[src/rtl/clock_tx_formatter.sv]
// clock_tx_formatter: serialises a snapshot of the clock and alarm BCD digits
// into the 15-byte ASCII frame "Mm:Ss Aa:Bb X\r\n" over a rdy/ack byte handshake.
// rst drives the flop clears directly, so the first clk edge after release
// already accepts a frame request.
module clock_tx_formatter (
    input  logic       clk,
    input  logic       rst,
    input  logic       oneSecStrb,
    input  logic       fmt_en,
    input  logic [3:0] di_Mtens,
    input  logic [3:0] di_Mones,
    input  logic [3:0] di_Stens,
    input  logic [3:0] di_Sones,
    input  logic [3:0] di_AMtens,
    input  logic [3:0] di_AMones,
    input  logic [3:0] di_AStens,
    input  logic [3:0] di_ASones,
    input  logic       dicAlarmArmed,
    input  logic       dicAlarmTrig,
    input  logic       tx_ack,
    output logic       L3_tx_data_rdy,
    output logic [7:0] L3_tx_data,
    output logic       fmt_busy,
    output logic       fmt_overrun
);

    localparam int unsigned DIG_W  = 4;
    localparam int unsigned BYTE_W = 8;
    localparam int unsigned IDX_W  = 4;

    localparam logic [IDX_W-1:0]  LAST_IDX    = IDX_W'(14);
    localparam logic [BYTE_W-1:0] ASCII_ZERO  = 8'h30;
    localparam logic [BYTE_W-1:0] ASCII_QMARK = 8'h3F;
    localparam logic [BYTE_W-1:0] ASCII_COLON = 8'h3A;
    localparam logic [BYTE_W-1:0] ASCII_SPACE = 8'h20;
    localparam logic [BYTE_W-1:0] ASCII_BANG  = 8'h21;
    localparam logic [BYTE_W-1:0] ASCII_A     = 8'h41;
    localparam logic [BYTE_W-1:0] ASCII_DASH  = 8'h2D;
    localparam logic [BYTE_W-1:0] ASCII_CR    = 8'h0D;
    localparam logic [BYTE_W-1:0] ASCII_LF    = 8'h0A;

    // Frozen copy of every input that contributes to a frame
    typedef struct packed {
        logic [DIG_W-1:0] mt;
        logic [DIG_W-1:0] mo;
        logic [DIG_W-1:0] st;
        logic [DIG_W-1:0] so;
        logic [DIG_W-1:0] amt;
        logic [DIG_W-1:0] amo;
        logic [DIG_W-1:0] ast;
        logic [DIG_W-1:0] aso;
        logic             armed;
        logic             trig;
    } snap_t;

    typedef enum logic {
        IDLE = 1'b0,
        SEND = 1'b1
    } state_t;

    state_t              state_q, state_d;
    logic [IDX_W-1:0]    idx_q, idx_d;
    logic                pending_q, pending_d;
    snap_t               snap_q, snap_d;
    logic                overrun_q, overrun_d;
    logic                rdy_q, rdy_d;
    logic [BYTE_W-1:0]   data_q, data_d;
    logic                busy_q, busy_d;

    snap_t               live_snap;
    logic                strb_ok;

    // BCD digit to ASCII; non-decimal codes are flagged with '?'
    function automatic logic [BYTE_W-1:0] enc_digit(input logic [DIG_W-1:0] d);
        if (d <= DIG_W'(9)) begin
            return ASCII_ZERO + BYTE_W'(d);
        end
        return ASCII_QMARK;
    endfunction

    // Status character: a triggered alarm outranks a merely armed one
    function automatic logic [BYTE_W-1:0] enc_status(input logic armed, input logic trig);
        if (trig) begin
            return ASCII_BANG;
        end
        if (armed) begin
            return ASCII_A;
        end
        return ASCII_DASH;
    endfunction

    // Byte at position idx of the frame built from snapshot s
    function automatic logic [BYTE_W-1:0] frame_byte(input snap_t s, input logic [IDX_W-1:0] idx);
        logic [BYTE_W-1:0] b;
        case (idx)
            IDX_W'(0):  b = enc_digit(s.mt);
            IDX_W'(1):  b = enc_digit(s.mo);
            IDX_W'(2):  b = ASCII_COLON;
            IDX_W'(3):  b = enc_digit(s.st);
            IDX_W'(4):  b = enc_digit(s.so);
            IDX_W'(5):  b = ASCII_SPACE;
            IDX_W'(6):  b = enc_digit(s.amt);
            IDX_W'(7):  b = enc_digit(s.amo);
            IDX_W'(8):  b = ASCII_COLON;
            IDX_W'(9):  b = enc_digit(s.ast);
            IDX_W'(10): b = enc_digit(s.aso);
            IDX_W'(11): b = ASCII_SPACE;
            IDX_W'(12): b = enc_status(s.armed, s.trig);
            IDX_W'(13): b = ASCII_CR;
            IDX_W'(14): b = ASCII_LF;
            default:    b = 8'h00;
        endcase
        return b;
    endfunction

    // Gather live inputs into snapshot form and qualify the frame request
    always_comb begin
        live_snap.mt    = di_Mtens;
        live_snap.mo    = di_Mones;
        live_snap.st    = di_Stens;
        live_snap.so    = di_Sones;
        live_snap.amt   = di_AMtens;
        live_snap.amo   = di_AMones;
        live_snap.ast   = di_AStens;
        live_snap.aso   = di_ASones;
        live_snap.armed = dicAlarmArmed;
        live_snap.trig  = dicAlarmTrig;
        strb_ok         = oneSecStrb & fmt_en;
    end

    // Next-state: frame sequencing, request queueing and next output byte
    always_comb begin
        state_d   = state_q;
        idx_d     = idx_q;
        pending_d = pending_q;
        snap_d    = snap_q;
        overrun_d = overrun_q;

        case (state_q)
            IDLE: begin
                if (strb_ok) begin
                    state_d = SEND;
                    idx_d   = '0;
                    snap_d  = live_snap;
                end
            end
            SEND: begin
                if (tx_ack && (idx_q == LAST_IDX)) begin
                    if (!pending_q && !strb_ok) begin
                        state_d = IDLE;
                        idx_d   = '0;
                    end else begin
                        // Chain straight into the next frame; a request arriving
                        // while a queued one is consumed becomes the new queued one
                        snap_d    = live_snap;
                        idx_d     = '0;
                        pending_d = pending_q & strb_ok;
                    end
                end else begin
                    if (tx_ack) begin
                        idx_d = idx_q + IDX_W'(1);
                    end
                    if (strb_ok) begin
                        if (pending_q) begin
                            overrun_d = 1'b1;
                        end else begin
                            pending_d = 1'b1;
                        end
                    end
                end
            end
            default: begin
                state_d = IDLE;
                idx_d   = '0;
            end
        endcase

        rdy_d  = (state_d == SEND);
        busy_d = (state_d == SEND);
        data_d = rdy_d ? frame_byte(snap_d, idx_d) : 8'h00;
    end

    // State and registered-output update with asynchronous clear
    always_ff @(posedge clk or negedge rst) begin
        if (!rst) begin
            state_q   <= IDLE;
            idx_q     <= '0;
            pending_q <= 1'b0;
            snap_q    <= '0;
            overrun_q <= 1'b0;
            rdy_q     <= 1'b0;
            data_q    <= 8'h00;
            busy_q    <= 1'b0;
        end else begin
            state_q   <= state_d;
            idx_q     <= idx_d;
            pending_q <= pending_d;
            snap_q    <= snap_d;
            overrun_q <= overrun_d;
            rdy_q     <= rdy_d;
            data_q    <= data_d;
            busy_q    <= busy_d;
        end
    end

    assign L3_tx_data_rdy = rdy_q;
    assign L3_tx_data     = data_q;
    assign fmt_busy       = busy_q;
    assign fmt_overrun    = overrun_q;

endmodule

[config.mk]
export PLATFORM = sky130hd
export DESIGN_NAME = clock_tx_formatter
export DESIGN_NICKNAME = d
export VERILOG_FILES = /design/src/rtl/clock_tx_formatter.sv
export SDC_FILE = /design/constraint.sdc
export NUM_CORES = 1
export LEC_CHECK = 0
export BUFFER_PORTS_ARGS = -buffer_cell sky130_fd_sc_hd__buf_2
export CAP_MARGIN = 5
export CELL_PAD_IN_SITES_DETAIL_PLACEMENT = 0
export CELL_PAD_IN_SITES_GLOBAL_PLACEMENT = 1
export CORE_ASPECT_RATIO = 1.1
export CORE_MARGIN = 4
export CORE_UTILIZATION = 34
export DETAILED_ROUTE_END_ITERATION = 12
export PLACE_DENSITY_LB_ADDON = 0.1
export SYNTH_ARGS = -nofsm -noshare
export SYNTH_HDL_FRONTEND = slang
export SYNTH_SLANG_ARGS = --single-unit
[constraint.sdc]
create_clock -name clk -period 3.3 [get_ports clk]
set_input_delay 0.825 -clock clk [delete_from_list [all_inputs] [get_ports clk]]
set_output_delay 0.825 -clock clk [all_outputs]
set_load 0.02 [all_outputs]
==> results of run 1 <==
[through the flow]
step	hold WS (ps)	utilization (%)
floorplan	467.3	-
global placement	436.4	39.25
detailed placement	443.4	39.25
CTS	464.8	40.27
global route	488.1	40.27
finish	459.0	40.27
[cells by family after synthesis]
| logic type | count (synthesis) | share of synthesized area [%] |
|---|---|---|
| mux | 35 | 13.99 |
| simple gates | 59 | 12.38 |
| other cells | 1 | 0.1335 |
| compound gates | 104 | 24.72 |
| fa+ha+maj | 2 | 0.8907 |
| buf+inv | 25 | 5.123 |
| flops | 48 | 42.76 |
[cell usage in the layout (no fill, tap or decap), types with 2 or more instances in the layout]
master,count
a31oi_1,6
nor3_4,3
o21ai_0,15
inv_2,2
and3_1,3
nand2b_1,2
nor3_1,8
o21a_1,5
buf_4,6
or3_1,2
nand3_1,7
ha_1,2
nor2_1,10
o22a_1,4
inv_1,7
o211a_1,2
clkbuf_8,5
mux2_2,34
a22o_1,2
nand2_1,13
a22oi_1,6
o22ai_1,2
buf_2,48
a21oi_1,32
dfrtp_1,48
a221oi_1,3
nand3b_1,3
a211oi_1,16
nand4_1,5
[worst max path at each step]
stage	cells past startpoint	endpoint	slack [ps]
3_3_place_gp	8	L3_tx_data[0]	500
2_1_floorplan	8	L3_tx_data[0]	690
3_5_place_dp	9	L3_tx_data[0]	490
5_1_grt	10	L3_tx_data[3]	420
4_1_cts	10	L3_tx_data[0]	650
6_report	10	L3_tx_data[3]	660
[routing by layer]
metal,vias to the layer above,GRT usage (%),routed length (um)
li1,1147,-,-
met1,1107,20.63,3249
met2,37,23.70,3299
met3,6,2.315,228
met4,0,3.330,61
met5,-,0,0
[cell type report]
type | count | area, sq um | share of cell area [%]
clock buffer | 5 | 68.82 | 2.137
clock inverter | 2 | 12.51 | 0.3885
inverter | 9 | 33.78 | 1.049
multi-input combinational | 201 | 1464 | 45.45
sequential | 48 | 1201 | 37.30
tap | 108 | 135.1 | 4.196
timing repair buffer | 55 | 305.3 | 9.479
[where the power goes]
part	leakage [nW]	switching (W)	internal [W]	total (W)
sequential	0.553	0.000217	0.000865	0.00108
clock	0.0400	0.000198	0.000144	0.000341
combinational	0.734	0.000658	0.000577	0.00123
[sequential cells by signal (all words and copies together), names as in the netlist]
signal and flops:
snap_q 34, L3_tx_data 7, idx_q 4, fmt_busy 1, fmt_overrun 1, pending_q 1
==> impl_results.md, run 1 <==
- Inserted Clock Buffers: 5
- Reg2reg setup slack: 660 ps
- Final instance area: 0.003221 sq mm
- Crit path from: idx_q[0]
- Antenna violations before repair: 0
- Layout fillers: 836
- Most repeated library cell on the critical path: and3_1
- Synth cell types: 45
- Finished Layout Cells: 428
- Fin. max-slew vios: 0
- Worst Hold Depth: 1
- Clock transition at the registers of the reported paths: 100 ps
- Warnings, synthesis: 0
- Post-route setup slack: 657.5 ps
- Nets: 361
- Startpoint Class: flop
- Worst R2R End: L3_tx_data[3]
- 1st-pass router iterations: 4
- Ys flop type: dfrtp_1
- CTS Sinks: 48
- Crit Path Class: flop to flop
- Global-route usage over all layers: 14.63%
- Cells on worst reg2reg path: 10
- Yosys top cell area share: 42.76%
- Post-DP HPWL: 5.212 mm
- Pwr Density: 825.3 mW/mm^2
- Vias: 2297
- Post-CTS Setup Bufs: 0
- Avg WL per Cell: 15.98 um
- Critical path buffers and inverters: 2
- Die W: 94.67 um
- Syn avg cell area: 10.25 sq um
- Max IR drop VDD: 0.3096 mV
- FFs w/ async S/R, synth: 100.0%
- Relative slew slack: 51.32%
- PortBufs: 48
- Clock skew: 14.38 ps
- F_max: 378.4 MHz
- Reg-to-Reg Start: idx_q[0]
- TritonCTS clock tree: done
- Worst-margin pin slew: 730.2 ps
- Area of the die: 0.009782 sq mm
- Yosys top cell by area: dfrtp_1
- Status: complete, no violations
- Worst path slowest cell: dfrtp_1
- Placed instance count: 421
- GRT Residual Overflow: 0
- Synth top cells by count: 48 x dfrtp_1, 34 x mux2_2, 32 x a21oi_1
- Synth Cell Area: 0.002809 sq mm
- Site Rows: 34
- CP arrival: 2870 ps
- Largest net degree at the start of global routing: 48
- Min-delay src: fmt_overrun
- First-pass GRT wire length: 11.34 mm
- Crit-path max cell delay: 510 ps
- Die Span Y: 103.3 um
- DP Worst Slack: 487.7 ps
- Syn_nets: 315
- Post-Route WL: 6.839 mm
- # DRC: 0
- Fin. Hold Viols: 0
- Cell family with the largest share of critical-path delay: simple AND/OR/NAND/NOR gates
- Worst path cell trace: inv_1 > ha_1 > nand4_4 > nand4_1 > and3_1 > inv_2 > nand2_1 > or3_1 > and3_1 > a31oi_1
- Min Clock Period, post-route: 2643 ps
- Longest Clk Path Bufs: 2
- Most frequent cell after synthesis: dfrtp_1
- Total power: 0.002658 W
- Post-synth EDFFs: 0
- Placed Area: 0.003139 sq mm
- Crit. End Element: flop
- Data required, critical path: 3520 ps
- Core area: 0.007998 sq mm
- Area grow syn2layout: 14.65%
- Leakage: 1.328 nW
- Final setup violation count: 0
- WHS Endpoint: fmt_overrun
- Sequential-to-total area share from yosys stat: 42.76%
- Max-cap viol count: 0
- Area contributors post-synth: dfrtp_1 43%, mux2_2 14%, a21oi_1 5.7%
- Number of diodes: 0
- Cells after Synth: 274
- #FFs+latches synth: 48
- Worst min path class: flop to flop
- Vias in the first global route: 2214
- Clock root buffer: clkbuf_8
- Final period util: 80.08%
- Routed vias/inst: 5.367
- Total negative slack: 0 ps
- CP Max Fanout: 11
- RSZ-0062 raised after global routing: no
- Layout cell share with drive strength beyond 1: 32.81%
- Global placer's final weighted congestion: 0.7885
- # resized after CTS: 0
- Initial DRC count: 69
- Routed Antenna Nets: 0
- Hold_buf cts: 0
- H-Tree Depth: 2
- Worst-Skew Late Latency: 300 ps
- Ports: 50
- Starting Density: 35.12%
(Power assumes the default switching activity.)
==> run 2: changes to the inputs <==
==> constraint.sdc (replaced) <==
create_clock -name clk -period 2.2 [get_ports clk]
set_input_delay 0.55 -clock clk [delete_from_list [all_inputs] [get_ports clk]]
set_output_delay 0.55 -clock clk [all_outputs]
set_load 0.02 [all_outputs]
==> run 2 against run 1 <==
Effect of this change: the run now ends with negative setup slack left; sequential share of layout area down 4.5 points; largest cell class unchanged; worst setup slack got worse by 700 ps; critical path type unchanged; clock power is 63% higher; routed wire length grew 6.3%; critical endpoint is now L3_tx_data[0]; sequential cell count unchanged; total power grew 69%; largest power group unchanged; utilization rose by 5.5 points; combinational power is 89% higher.
==> impl_results.md, run 2 (synthesis gave the netlist of run 1 again) <==
- Status: finished, violations left
- Violated checks: negative setup slack
- Final setup violation count: 2
- Avg WL per Cell: 15.57 um
- Starting Density: 35.12%
- Vias: 2460
- CTS Sinks: 48
- Vias in the first global route: 2517
- Nets: 399
- FF+latch area: 0.001201 sq mm
- Placed instance count: 455
- Antenna violations before repair: 0
- Most common cell after layout, fill and taps aside: buf_2
- CP Max Fanout: 7
- RSZ-0062 raised after global routing: yes
- Clock root buffer: clkbuf_8
- Routed vias/inst: 5.268
- Post-route setup slack: -45.75 ps
- Startpoint Class: flop
- Largest net degree at the start of global routing: 26
- Ports: 50
- Pwr Density: 1226 mW/mm^2
- Fin. Hold Viols: 0
- Area of the die: 0.009782 sq mm
- H-Tree Depth: 2
- PortBufs: 48
- Min Clock Period, post-route: 2246 ps
- Routed Antenna Nets: 0
- Worst min path class: primary input to asynchronous set/reset pin
- Crit Path Class: flop to flop
- Final core utilization: 45.76%
- TritonCTS clock tree: done
- Layout fillers: 795
- 1st-pass router iterations: 6
- Final instance area: 0.003660 sq mm
- Top reg by flops: snap_q
- Number of diodes: 0
- Max-cap viol count: 0
- Die W: 94.67 um
- DP Worst Slack: -235.9 ps
- GRT Residual Overflow: 0
- Max IR drop VDD: 0.4091 mV
- Post-DP HPWL: 5.772 mm
- Final period util: 102.1%
- Global-route usage over all layers: 15.89%
- Crit. End Element: flop
- Finished Layout Cells: 467
- Inserted Clock Buffers: 5
- Die Span Y: 103.3 um
- Longest Clk Path Bufs: 2
- Data required, critical path: 2380 ps
- Most frequent cells in the layout: 49 x buf_2, 48 x dfrtp_1, 40 x buf_4, 33 x mux2_2, 32 x a21oi_1
- Leakage: 1.547 nW
- Core area: 0.007998 sq mm
- Reg-to-Reg Start: idx_q[0]
- Placed Area: 0.003438 sq mm
- Clock skew: 8.611 ps
- Initial DRC count: 113
- Global placer's final weighted congestion: 0.7998
- Clock transition at the registers of the reported paths: 90 ps
- Max reg flops: 34
- # DRC: 0
- Area grow syn2layout: 30.29%
- Worst-Skew Late Latency: 300 ps
- Fin. max-slew vios: 0
- First-pass GRT wire length: 12.13 mm
- Crit path from: idx_q[0]
- CP arrival: 2420 ps
- Total power: 0.004487 W
- Site Rows: 34
- Post-Route WL: 7.270 mm
- Layout cell share with drive strength beyond 1: 45.13%
- F_max: 445.3 MHz
- Area occupied by multi-input gates: 0.001572 sq mm
## run 2: cell count changes in the layout (fill, tap and decap cells not counted), sizes merged
cell	previous run	this run
clkbuf	5	7
buf	55	93
clkinv	1	0
## run 2: final cells by class
type	instances	area share, %
clock buffers	7	2.359
clock inverters	1	0.2051
inverters	9	1.128
multi-input cells	201	42.94
flip-flops and latches	48	32.82
well taps	108	3.692
repair buffers	93	16.85
## run 2: what timing repair did
item	CTS	global route
buffers inserted	2	1
hold buffers	0	0
endpoints found under the setup margin	4	5
gates resized for setup	4	23
cloned	0	1
pin swaps	5	9
## run 2: power by group
| group | switching [W] | leakage (nW) | total [W] | internal, W |
|---|---|---|---|---|
| combinational | 0.00115 | 0.950 | 0.00232 | 0.00116 |
| clock | 0.000301 | 0.0445 | 0.000557 | 0.000256 |
| sequential | 0.000316 | 0.553 | 0.00161 | 0.00130 |
| total | 0.00177 | 1.55 | 0.00449 | 0.00272 |
## run 2: worst max-delay path, stage by stage (launching register included)
cell      delay, ps
dfrtp_1         420
inv_4            80
ha_4            140
nand4_4          90
a22oi_4         220
buf_12          150
mux2_4          300
or3_4           330
a22oi_2         120
o2111a_1        200
a21oi_1          70
## run 2: routing by layer
| metal | global-route usage (%) | part of all wire, % | up-vias |
|---|---|---|---|
| met1 | 20.39 | 45 | 1187 |
| li1 | - | - | 1219 |
| met4 | 4.440 | 1.4 | 0 |
| met2 | 27.71 | 50 | 48 |
| met5 | 0 | 0 | - |
| met3 | 2.605 | 4.0 | 6 |
## run 2: final timing paths
path	to	slack [ps]	cells after the start
min	fmt_busy	170	1
min in group clk	fmt_overrun	460	1
max	L3_tx_data[0]	-50	10
max in group asynchronous	snap_q[13]	1390	2
max reg2reg	L3_tx_data[0]	-50	10
min reg2reg	fmt_overrun	460	1
## run 2: stage by stage
step / hold slack (ps) / setup TNS, ps
after floorplan: 254.4 / 0
after global placement: 436.1 / -730.5
after detailed placement: 444.0 / -768.0
after CTS: 188.1 / -190.4
after global routing: 194.6 / -354.0
final: 169.1 / -53.25
==> run 3: changes to the inputs <==
--- a/config.mk
+++ b/config.mk
@@ -5,7 +5,7 @@
 export SDC_FILE = /design/constraint.sdc
 export NUM_CORES = 1
 export LEC_CHECK = 0
-export BUFFER_PORTS_ARGS = -buffer_cell sky130_fd_sc_hd__buf_2
+export BUFFER_PORTS_ARGS = -buffer_cell sky130_fd_sc_hd__clkbuf_2
 export CAP_MARGIN = 5
 export CELL_PAD_IN_SITES_DETAIL_PLACEMENT = 0
 export CELL_PAD_IN_SITES_GLOBAL_PLACEMENT = 1
@@ -13,7 +13,7 @@
 export CORE_MARGIN = 4
 export CORE_UTILIZATION = 34
 export DETAILED_ROUTE_END_ITERATION = 12
-export PLACE_DENSITY_LB_ADDON = 0.1
+export PLACE_DENSITY = 0.66
 export SYNTH_ARGS = -nofsm -noshare
 export SYNTH_HDL_FRONTEND = slang
 export SYNTH_SLANG_ARGS = --single-unit
==> run 3 against run 2 <==
Effect of this change: the flow still finishes with violations (negative setup slack); clock-buffer cell count is 1 higher; global-route usage is 0.59 points lower; critical path depth stayed put; highest routed layer unchanged.
==> impl_results.md, run 3 (synthesis gave the netlist of run 1 again) <==
- Status: finished, violations left
- Violated checks: negative setup slack
- Crit. End Element: flop
- Die W: 94.67 um
- Startpoint Class: flop
- H-Tree Depth: 2
- Largest net degree at the start of global routing: 29
- Max IR drop VDD: 0.5697 mV
- FF+latch area: 0.001202 sq mm
- Avg WL per Cell: 15.21 um
- Area of the die: 0.009782 sq mm
- Top reg by flops: snap_q
- Initial DRC count: 133
- Routed vias/inst: 5.290
- Crit path from: idx_q[0]
- Reg-to-Reg Start: idx_q[0]
- Layout cell share with drive strength beyond 1: 47.55%
- Worst-Skew Late Latency: 300 ps
- Top routing layer used: met4
- Post-DP HPWL: 5.516 mm
- Max-cap viol count: 0
- RSZ-0062 raised after global routing: yes
- Global placer's final weighted congestion: 0.8289
- Longest Clk Path Bufs: 2
- Post-Route WL: 7.240 mm
- Layout fillers: 824
- Post-route setup slack: -15.99 ps
- Hold_buf cts: 0
- CTS Sinks: 48
- Most common cell after layout, fill and taps aside: clkbuf_2
- Clock skew: 8.045 ps
- CP arrival: 2410 ps
- Met2 wire length: 3.523 mm
- Die Span Y: 103.3 um
- Pwr Density: 1223 mW/mm^2
- Worst-margin pin slew: 606.9 ps
- CP Max Fanout: 3
- Reg2reg setup slack: -20 ps
- Ports: 50
- Cells on worst reg2reg path: 10
- Relative slew slack: 59.54%
- CP Capture Point: L3_tx_data[0]
- Nets: 408
- First-pass GRT wire length: 11.82 mm
- Vias: 2518
- Worst min path class: primary input to asynchronous set/reset pin
- Routed Antenna Nets: 0
- TritonCTS clock tree: done
- Antenna violations before repair: 0
- Crit Path Class: flop to flop
- F_max: 451.3 MHz
- Area occupied by multi-input gates: 0.001600 sq mm
- # DRC: 0
- Data required, critical path: 2390 ps
- Inserted Clock Buffers: 5
- Final instance area: 0.003782 sq mm
- Max reg flops: 34
- WL met1: 3.329 mm
- Leakage: 1.637 nW
- Clock root buffer: clkbuf_8
- Final period util: 100.7%
- 1st-pass router iterations: 4
- Placed Area: 0.003443 sq mm
- Area grow syn2layout: 34.65%
- Vias in the first global route: 2405
- Core area: 0.007998 sq mm
- Most frequent cells in the layout: 48 x clkbuf_2, 47 x dfrtp_1, 42 x buf_4, 30 x a21oi_1, 29 x mux2_2
- Clock transition at the registers of the reported paths: 90 ps
- Fin. max-slew vios: 0
- Fin. Hold Viols: 0
- Min Clock Period, post-route: 2216 ps
- GRT Residual Overflow: 0
- Number of diodes: 0
- Global-route usage over all layers: 15.30%
- Site Rows: 34
- PortBufs: 48
- Starting Density: 35.12%
- Total power: 0.004626 W
- WL met3: 297 um
- Worst R2R End: L3_tx_data[0]
- Final setup violation count: 1
[run 3: cell count changes in the layout (fill, tap and decap cells not counted), sizes merged]
cell | previous run | this run
clkbuf | 7 | 56
buf | 93 | 54
clkinvlp | 1 | 0
[run 3: worst min path at each step]
stage / start / end / slack [ps] / depth (start not counted)
detailed placement: fmt_overrun / fmt_overrun / 450 / 1
CTS: rst / snap_q[0] / 260 / 1
global route: rst / snap_q[1] / 270 / 1
finish: rst / snap_q[0] / 240 / 1
floorplan: rst / L3_tx_data[0] / 250 / 0
global placement: fmt_overrun / fmt_overrun / 450 / 1
[run 3: layout make-up]
type / instances / share of cell area [%]
Multi-Input combinational cell: 201 / 42.31
Tap cell: 108 / 3.573
Sequential cell: 48 / 31.79
Timing Repair Buffer: 102 / 18.72
Inverter: 9 / 1.224
Clock buffer: 8 / 2.382
[run 3: metrics by stage]
step / setup TNS [ps] / utilization (%) / std cells / hold slack, ps / setup slack, ps
6_report: -15.99 / 47.29 / 476 / 239.7 / -15.99
5_1_grt: -350.3 / 47.29 / 476 / 272.8 / -128.7
4_1_cts: -160.1 / 45.01 / 471 / 255.9 / -69.42
3_5_place_dp: -904.5 / 43.05 / 459 / 451.2 / -308.6
3_3_place_gp: -873.0 / 43.05 / 459 / 445.5 / -236.0
2_1_floorplan: 0 / - / 274 / 254.4 / 10.42
[run 3: critical path, cell delays in order, from the launching register on]
cell,delay (ps)
dfrtp_1,420
inv_4,80
ha_4,150
nand4_4,100
a22oi_4,210
buf_6,140
mux2_4,300
or3_4,330
a22oi_2,120
o2111a_1,180
a21oi_1,60
[run 3: where the power goes]
group | internal (W) | total (W) | switching, W | leakage (nW)
logic | 0.00125 | 0.00245 | 0.00120 | 1.04
clock network | 0.000257 | 0.000553 | 0.000296 | 0.0455
registers | 0.00130 | 0.00163 | 0.000328 | 0.553
[run 3: per-layer routing]
layer,vias to the layer above,track usage (%)
li1,1235,-
met3,8,2.315
met4,0,4.107
met1,1223,20.65
met2,52,25.70
met5,-,0
[run 3: timing repair]
| action | CTS | global route |
|---|---|---|
| setup endpoints to repair | 4 | 6 |
| pin swaps | 5 | 11 |
| resized for setup | 10 | 41 |
| endpoints found under the hold margin | 0 | 0 |
| setup buffers | 4 | 5 |
